File: src/rtl/sqrt_iter_unit.sv
// Iterative fixed-point square root: one result bit per clock, restoring digit recurrence,
// valid/ready handshake on both sides and optional saturating round-to-nearest.
module sqrt_iter_unit #(
  parameter int unsigned W_IN   = 12,
  parameter int unsigned F_IN   = 4,
  parameter int unsigned F_OUT  = 16,
  parameter int unsigned ROUND  = 0,
  localparam int unsigned RW_RAW = W_IN + 2 * F_OUT - F_IN,
  localparam int unsigned RW     = RW_RAW + (RW_RAW % 2),
  localparam int unsigned W_OUT  = RW / 2
) (
  input  logic             clk,
  input  logic             rst_,
  input  logic             in_valid,
  output logic             in_ready,
  input  logic [W_IN-1:0]  A,
  output logic             out_valid,
  input  logic             out_ready,
  output logic [W_OUT-1:0] Q,
  output logic [W_OUT:0]   rem,
  output logic             busy
);

  localparam int unsigned SH = 2 * F_OUT - F_IN;
  localparam int unsigned CW = (W_OUT > 1) ? $clog2(W_OUT) : 1;

  localparam logic [1:0] StIdle   = 2'd0;
  localparam logic [1:0] StCalc   = 2'd1;
  localparam logic [1:0] StRounds = 2'd2;
  localparam logic [1:0] StDone   = 2'd3;

  logic [1:0]       state_q, state_d;
  logic [CW-1:0]    cnt_q, cnt_d;
  logic [RW-1:0]    r_q, r_d;
  logic [W_OUT+1:0] rem_acc_q, rem_acc_d;
  logic [W_OUT-1:0] q_acc_q, q_acc_d;
  logic [W_OUT-1:0] q_out_q, q_out_d;
  logic [W_OUT:0]   rem_out_q, rem_out_d;

  logic [RW-1:0]    r_load;
  logic [W_OUT+3:0] pair, trial_sub;
  logic [W_OUT+1:0] trial;
  logic             trial_ge;

  assign r_load = RW'(A) << SH;

  // Radicand is consumed two bits per step from the top of r_q.
  always_comb begin
    pair      = {rem_acc_q, r_q[RW-1 -: 2]};
    trial_sub = {2'b00, q_acc_q, 2'b01};
    trial_ge  = (pair >= trial_sub);
    trial     = pair[W_OUT+1:0] - {q_acc_q, 2'b01};
  end

  always_comb begin
    state_d   = state_q;
    cnt_d     = cnt_q;
    r_d       = r_q;
    rem_acc_d = rem_acc_q;
    q_acc_d   = q_acc_q;
    q_out_d   = q_out_q;
    rem_out_d = rem_out_q;
    case (state_q)
      StIdle: begin
        if (in_valid) begin
          rem_acc_d = '0;
          q_acc_d   = '0;
          cnt_d     = CW'(W_OUT - 1);
          if (A == '0) begin
            r_d     = '0;
            state_d = StRounds;
          end else begin
            r_d     = r_load;
            state_d = StCalc;
          end
        end
      end
      StCalc: begin
        r_d = r_q << 2;
        if (trial_ge) begin
          rem_acc_d = trial;
          q_acc_d   = (q_acc_q << 1) | W_OUT'(1);
        end else begin
          rem_acc_d = pair[W_OUT+1:0];
          q_acc_d   = q_acc_q << 1;
        end
        if (cnt_q == '0) begin
          state_d = StRounds;
        end else begin
          cnt_d = cnt_q - CW'(1);
        end
      end
      StRounds: begin
        q_out_d = q_acc_q;
        // rem > q means sqrt lies above q + 0.5; an all-ones root saturates instead.
        if (ROUND != 0 && rem_acc_q > {2'b00, q_acc_q} && !(&q_acc_q)) begin
          q_out_d = q_acc_q + W_OUT'(1);
        end
        rem_out_d = rem_acc_q[W_OUT:0];
        state_d   = StDone;
      end
      StDone: begin
        if (out_ready) state_d = StIdle;
      end
      default: state_d = StIdle;
    endcase
  end

  always_ff @(posedge clk or posedge rst_) begin
    if (rst_) begin
      state_q   <= StIdle;
      cnt_q     <= '0;
      r_q       <= '0;
      rem_acc_q <= '0;
      q_acc_q   <= '0;
      q_out_q   <= '0;
      rem_out_q <= '0;
    end else begin
      state_q   <= state_d;
      cnt_q     <= cnt_d;
      r_q       <= r_d;
      rem_acc_q <= rem_acc_d;
      q_acc_q   <= q_acc_d;
      q_out_q   <= q_out_d;
      rem_out_q <= rem_out_d;
    end
  end

  assign in_ready  = (state_q == StIdle);
  assign out_valid = (state_q == StDone);
  assign busy      = (state_q != StIdle);
  assign Q         = q_out_q;
  assign rem       = rem_out_q;

endmodule

File: config.mk
export PLATFORM = sky130hd
export DESIGN_NAME = sqrt_iter_unit
export DESIGN_NICKNAME = d
export VERILOG_FILES = /design/src/rtl/sqrt_iter_unit.sv
export SDC_FILE = /design/constraint.sdc
export NUM_CORES = 1
export LEC_CHECK = 0
export ABC_AREA = 1
export ABC_CLOCK_PERIOD_IN_PS = 3000
export BUFFER_PORTS_ARGS = -buffer_cell sky130_fd_sc_hd__buf_2
export CAP_MARGIN = 25
export CORE_MARGIN = 2
export CORE_UTILIZATION = 54
export DETAILED_ROUTE_END_ITERATION = 10
export GPL_TIMING_DRIVEN = 0
export PLACE_DENSITY = 0.77
export SYNTH_ARGS = -nofsm -noshare
export SYNTH_HDL_FRONTEND = slang
export SYNTH_SLANG_ARGS = --single-unit
File: constraint.sdc
create_clock -name clk -period 3 [get_ports clk]
set_clock_uncertainty 0.15 [all_clocks]
set_input_delay 0.15 -clock clk [delete_from_list [all_inputs] [get_ports clk]]
set_output_delay 0.15 -clock clk [all_outputs]
set_load 0.005 [all_outputs]
Word level (Yosys, flattened, before mapping)
Cells that the tools add are included.
Widths: inputs -> output; s select.
{ "totals": {"register_bits": 130, "output_inout_bits": 44} }
{ "op_classes": {"addsub": 2, "magnitude_cmp": 1, "n_eq_ne": 7, "muxes": 17, "n_reduce_logical": 8} }
{ "ops": {"columns": ["op", "count"], "rows": [
  ["$mux 40", 2],
  ["$pmux 40 s2", 1],
  ["$mux 22", 2],
  ["$pmux 22 s2", 1],
  ["$pmux 20 s2", 1],
  ["$ge 24x22->1", 1],
  ["$sub 22x22->22", 1],
  ["$mux 20", 1],
  ["$logic_not 12->1", 1],
  ["$mux 5", 2],
  ["$pmux 5 s2", 1],
  ["$mux 2", 4],
  ["$pmux 2 s4", 1],
  ["$ne 2x2->1 const B", 3],
  ["$reduce_and 3->1", 2],
  ["$logic_not 5->1", 1],
  ["$sub 5x1->5 const B", 1],
  ["$eq 2x2->1 const B", 2],
  ["$reduce_bool 2->1", 2],
  ["$eq 2x1->1 const B", 1],
  ["$logic_not 2->1", 1],
  ["$ne 2x1->1 const B", 1],
  ["$reduce_and 2->1", 1],
  ["$mux 1", 1]
]} }

Depth between registers and ports, before layout
{ "depth": {"depth_word": 4, "mapped_depth": 15} }

Worst setup path after synthesis
No wires, ideal clock.
{ "synth_timing": {"kind": "register to register", "start": "register rem_acc_q[15]", "end": "register rem_acc_q[0]", "setup_time_ps": 118, "arrival_ps": 1661, "t_required_ps": 2732, "path_slack_ps": 1071, "stages_incl_launch_ff": 13, "n_path_buf": 1, "synth_period_minus_slack_ps": 1929, "cell_sequence": "dfrtp_1 ha_1 nand2_2 inv_2 nand2_1 inv_2 nand2_2 inv_1 nand2_2 buf_2 nand4_1 nand3_1 nand2_1"} }
{ "synth_via": {"elab_chain_len": 3} }
{ "synth_rtl": {"columns": ["element", "line", "text"], "rows": [
  ["from (decl)", "35", "logic [W_OUT+1:0] rem_acc_q, rem_acc_d;"],
  ["from (signal assigned)", "122", "rem_acc_q <= rem_acc_d;"],
  ["$ge 24x22->1", "51", "trial_ge = (pair >= trial_sub);"],
  ["$mux 22", "80", "if (trial_ge) begin"],
  ["$pmux 22 s2", "63", "case (state_q)"]
]} }
Every way passes these cells.
A chain may end at the register's enable or synchronous reset.

Worst setup path after layout
{ "layout_timing": {"start": "register state_q[0]", "end": "register rem_acc_q[14]"} }
{ "layout_via": {"elab_chain_len": 3} }
{ "layout_rtl": {"columns": ["element", "line", "text"], "rows": [
  ["from (decl)", "32", "logic [1:0] state_q, state_d;"],
  ["from (signal assigned)", "111", "state_q <= StIdle;"],
  ["from (signal assigned)", "119", "state_q <= state_d;"],
  ["$eq 2x1->1 / $logic_not 2->1 (equally long branches)", "63", null],
  ["$reduce_bool 2->1 (no line) / $ne 2x2->1 (equally long branches)", null, null],
  ["$reduce_and 2->1 (no line)", null, null]
]} }
Several ways; a longest one is shown, not always the timed one.

==> implementation parameters <==
Parameter                              Value

Critical path
  R2r setup slk    590 ps
  Worst Setup Path Type    flop to flop
  Kind of start point of the critical path    flop
  Nature of the critical path endpoint    flop
  Count of cells along the worst register-to-register path    10
  Startpoint of the lowest-slack register-to-register path    state_q[0]
  Signal arrival time at the worst endpoint    2580 ps
  Worst-path maximum fanout    10
  Required time of the critical path    3170 ps
  Endpoint of the worst-slack reg-to-reg timing path    rem_acc_q[14]

Place
  Port Buf Inserts    59
  Setup slack at placement    646.8 ps
  Placer congestion estimate    1.002
  HPWL after detailed placement    11.25 mm

Clocking
  Insertion delay of the later-clocked pin in the worst-skew pair    380 ps
  Post-CTS setup-driven buffer insertion count    0
  TritonCTS sink count    102
  Number of buffers created by CTS    9
  CTS tree    done
  Worst-path clk slew    100 ps
  Root buffer cell    clkbuf_8
  Post_cts resized    0
  Clock buffer depth    2
  Maximum level of the CTS H-tree    3
  Number of buffers inserted by hold repair at cts    13

Detailed routing
  Via count    5392
  Via count normalized by instance count    5.230
  Initial DRT Pass Iterations    5
  Routed length per instance    14.44 um
  Total Routed Length    14.89 mm
  DR iter-0 viols    423
  Count of unresolved DRC violations after routing    0
  Detail Route Antenna Nets    0

Timing
  Setup ws final    585.9 ps
  Max-slew violation total from the final report    0
  Number of setup violations in the final report    0
  Final Hold Violating Endpoints    0
  Min Clock Period, post-route    2414 ps
  Worst-Margin Slew    624.8 ps
  Fmax    414.2 MHz
  Headroom to the max-slew limit    58.35%
  Unrepaired setup endpoints after global routing    false
  Portion of the clock cycle consumed by the worst path in the final layout    80.47%

Yosys
  Flip-flop and latch count after synthesis    102
  Count of different cell masters after synthesis    34
  Sequential fraction of the synthesis area    43.04%
  Count of flip-flops with a built-in enable after synthesis    0
  Synthesis Warnings    0
  Post-synthesis area per instance    7.395 um^2
  Cell count after synthesis    802
  Syn_nets    846
  Ys async rst share    100.0%
  Top FF cell, synth    dfrtp_1
  Post-Synthesis Cell Area    5931 um^2

Finish
  Filler cell count    1003
  Synth-to-Final Area Change    13.57%
  Number of diodes added for antenna fixing    0
  Most used cells in the layout excluding fill and tap cells    245 x nand2_1, 121 x inv_1, 102 x dfrtp_1, 71 x nor2_1, 65 x buf_2
  Storage element area    2552 um^2
  Commonest non-fill, non-tap cell in the layout    nand2_1
  Area of combinational cells with multiple inputs    2785 um^2
  Number of nets in the layout    930
  Fraction of layout instances using a drive strength above 1    12.68%

Hold path
  Destination of the worst hold path    state_q[0]
  HP Start    out_ready
  Type of the tightest min-delay check    primary input to flop
  Depth of the worst hold-timing path    4

Run
  Number of violations of the max-capacitance limit    0

Power and ir drop
  PwrDens    1277 nW/um^2
  Total power    0.008603 W
  Static Leakage    3.677 nW
  Largest voltage drop on the vdd net    619.2 uV

GRT
  Total global-route track usage    27.39%
  Global-route wire length before repair    24.92 mm
  Number of antenna violations at the first check in global routing    0
  Global-route congestion overflow total    0
  Vias in the first global route    5211
  Largest net degree at the start of global routing    59

Floorplan
  Top-level port count    60
  Effective utilization at floorplan    54.95%
  Die Width    108.8 um
  Standard-cell row count    38
  Area of the die    11840 um^2
  Die Y-Extent    108.8 um
  Placeable Area    10790 um^2

Status
  Status    complete, no violations
[cells by family (layout without fill, tap and decap cells)]
group                      Yosys count  in the layout  synth area share [%]
and+or+nand+nor                    405            405                 29.14
buffers and inverters              152            241                 10.00
DFF                                102            102                 43.04
AOI/OAI and AO/OA                  100            100                 9.367
adders and majority gates           28             28                 5.907
muxes                                8              8                 1.519
xor gates and xnor gates             7              7                 1.034
[worst max-delay path by stage]
| stage | startpoint | end | slack, ps | cells after the start |
|---|---|---|---|---|
| floorplan | rst_ | Q[0] | 20 | 1 |
| global placement | rst_ | rem_acc_q[5] | -1090 | 2 |
| detailed placement | state_q[0] | rem_acc_q[14] | 650 | 10 |
| CTS | state_q[0] | rem_acc_q[14] | 610 | 10 |
| global route | state_q[0] | rem_acc_q[18] | 420 | 10 |
| finish | state_q[0] | rem_acc_q[14] | 590 | 10 |
[where the power goes]
part / internal, W / leakage (nW) / switching, W
registers: 0.00192 / 1.28 / 0.000337
logic: 0.00199 / 2.31 / 0.00356
clock network: 0.000306 / 0.0829 / 0.000489
total: 0.00422 / 3.68 / 0.00439
[worst max-delay path: stages, from the launching register on]
cell,delay (ps)
dfrtp_1,410
inv_1,80
ha_1,270
inv_1,110
nor2_1,70
nor2_1,390
clkbuf_1,530
nand2_1,120
nand2_1,110
nand2_1,60
nand2_1,50
[cells in the mapped netlist, drive strengths merged, types with 2 or more instances]
master	count	area, um^2
o21bai	2	15.01
dfrtp	102	2552
xnor2	5	43.79
nand2	253	974.7
buf	11	63.81
clkbuf	14	52.55
mux2	8	90.09
nand3	46	247.7
nand4	19	118.9
nor2	75	306.5
a21oi	60	311.5
o22ai	19	118.9
nor3	2	10.01
a31oi	5	31.28
ha	28	350.3
nor4	3	18.77
xor2	2	17.52
inv	127	476.7
o21ai	12	63.81
nand3b	6	45.04
[layout make-up]
| cell class | instances | area share, % |
|---|---|---|
| plain buffers | 25 | 1.728 |
| repair buffers | 73 | 6.725 |
| well taps | 140 | 2.601 |
| flip-flops and latches | 102 | 37.90 |
| clock inverters | 6 | 0.6873 |
| inverters | 127 | 7.115 |
| clock buffers | 10 | 1.895 |
| multi-input cells | 548 | 41.35 |
[flip-flops by register name, indices dropped and copies added (netlist names)]
signal     cells
rem_acc_q     22
rem           21
Q             20
q_acc_q       20
r_q           12
cnt_q          5
state_q        2
[metal layers]
metal	track usage (%)	part of all wire, %
met5	0	0
met4	10.16	2.6
met3	3.945	5.1
met2	43.13	46
met1	38.56	47
[stage by stage]
step | utilization (%) | setup TNS (ps) | cell area (um^2) | instances | hold slack (ps)
global placement | 59.31 | -110340 | 6401 | 1001 | 211.8
finish | 62.40 | 0 | 6735 | 1031 | 24.45
global route | 62.40 | 0 | 6735 | 1031 | 139.6
CTS | 62.40 | 0 | 6735 | 1031 | 19.24
floorplan | - | 0 | 5931 | 802 | 109.6
detailed placement | 59.59 | 0 | 6431 | 1002 | 99.99
Power figures use the tool's default switching activity.
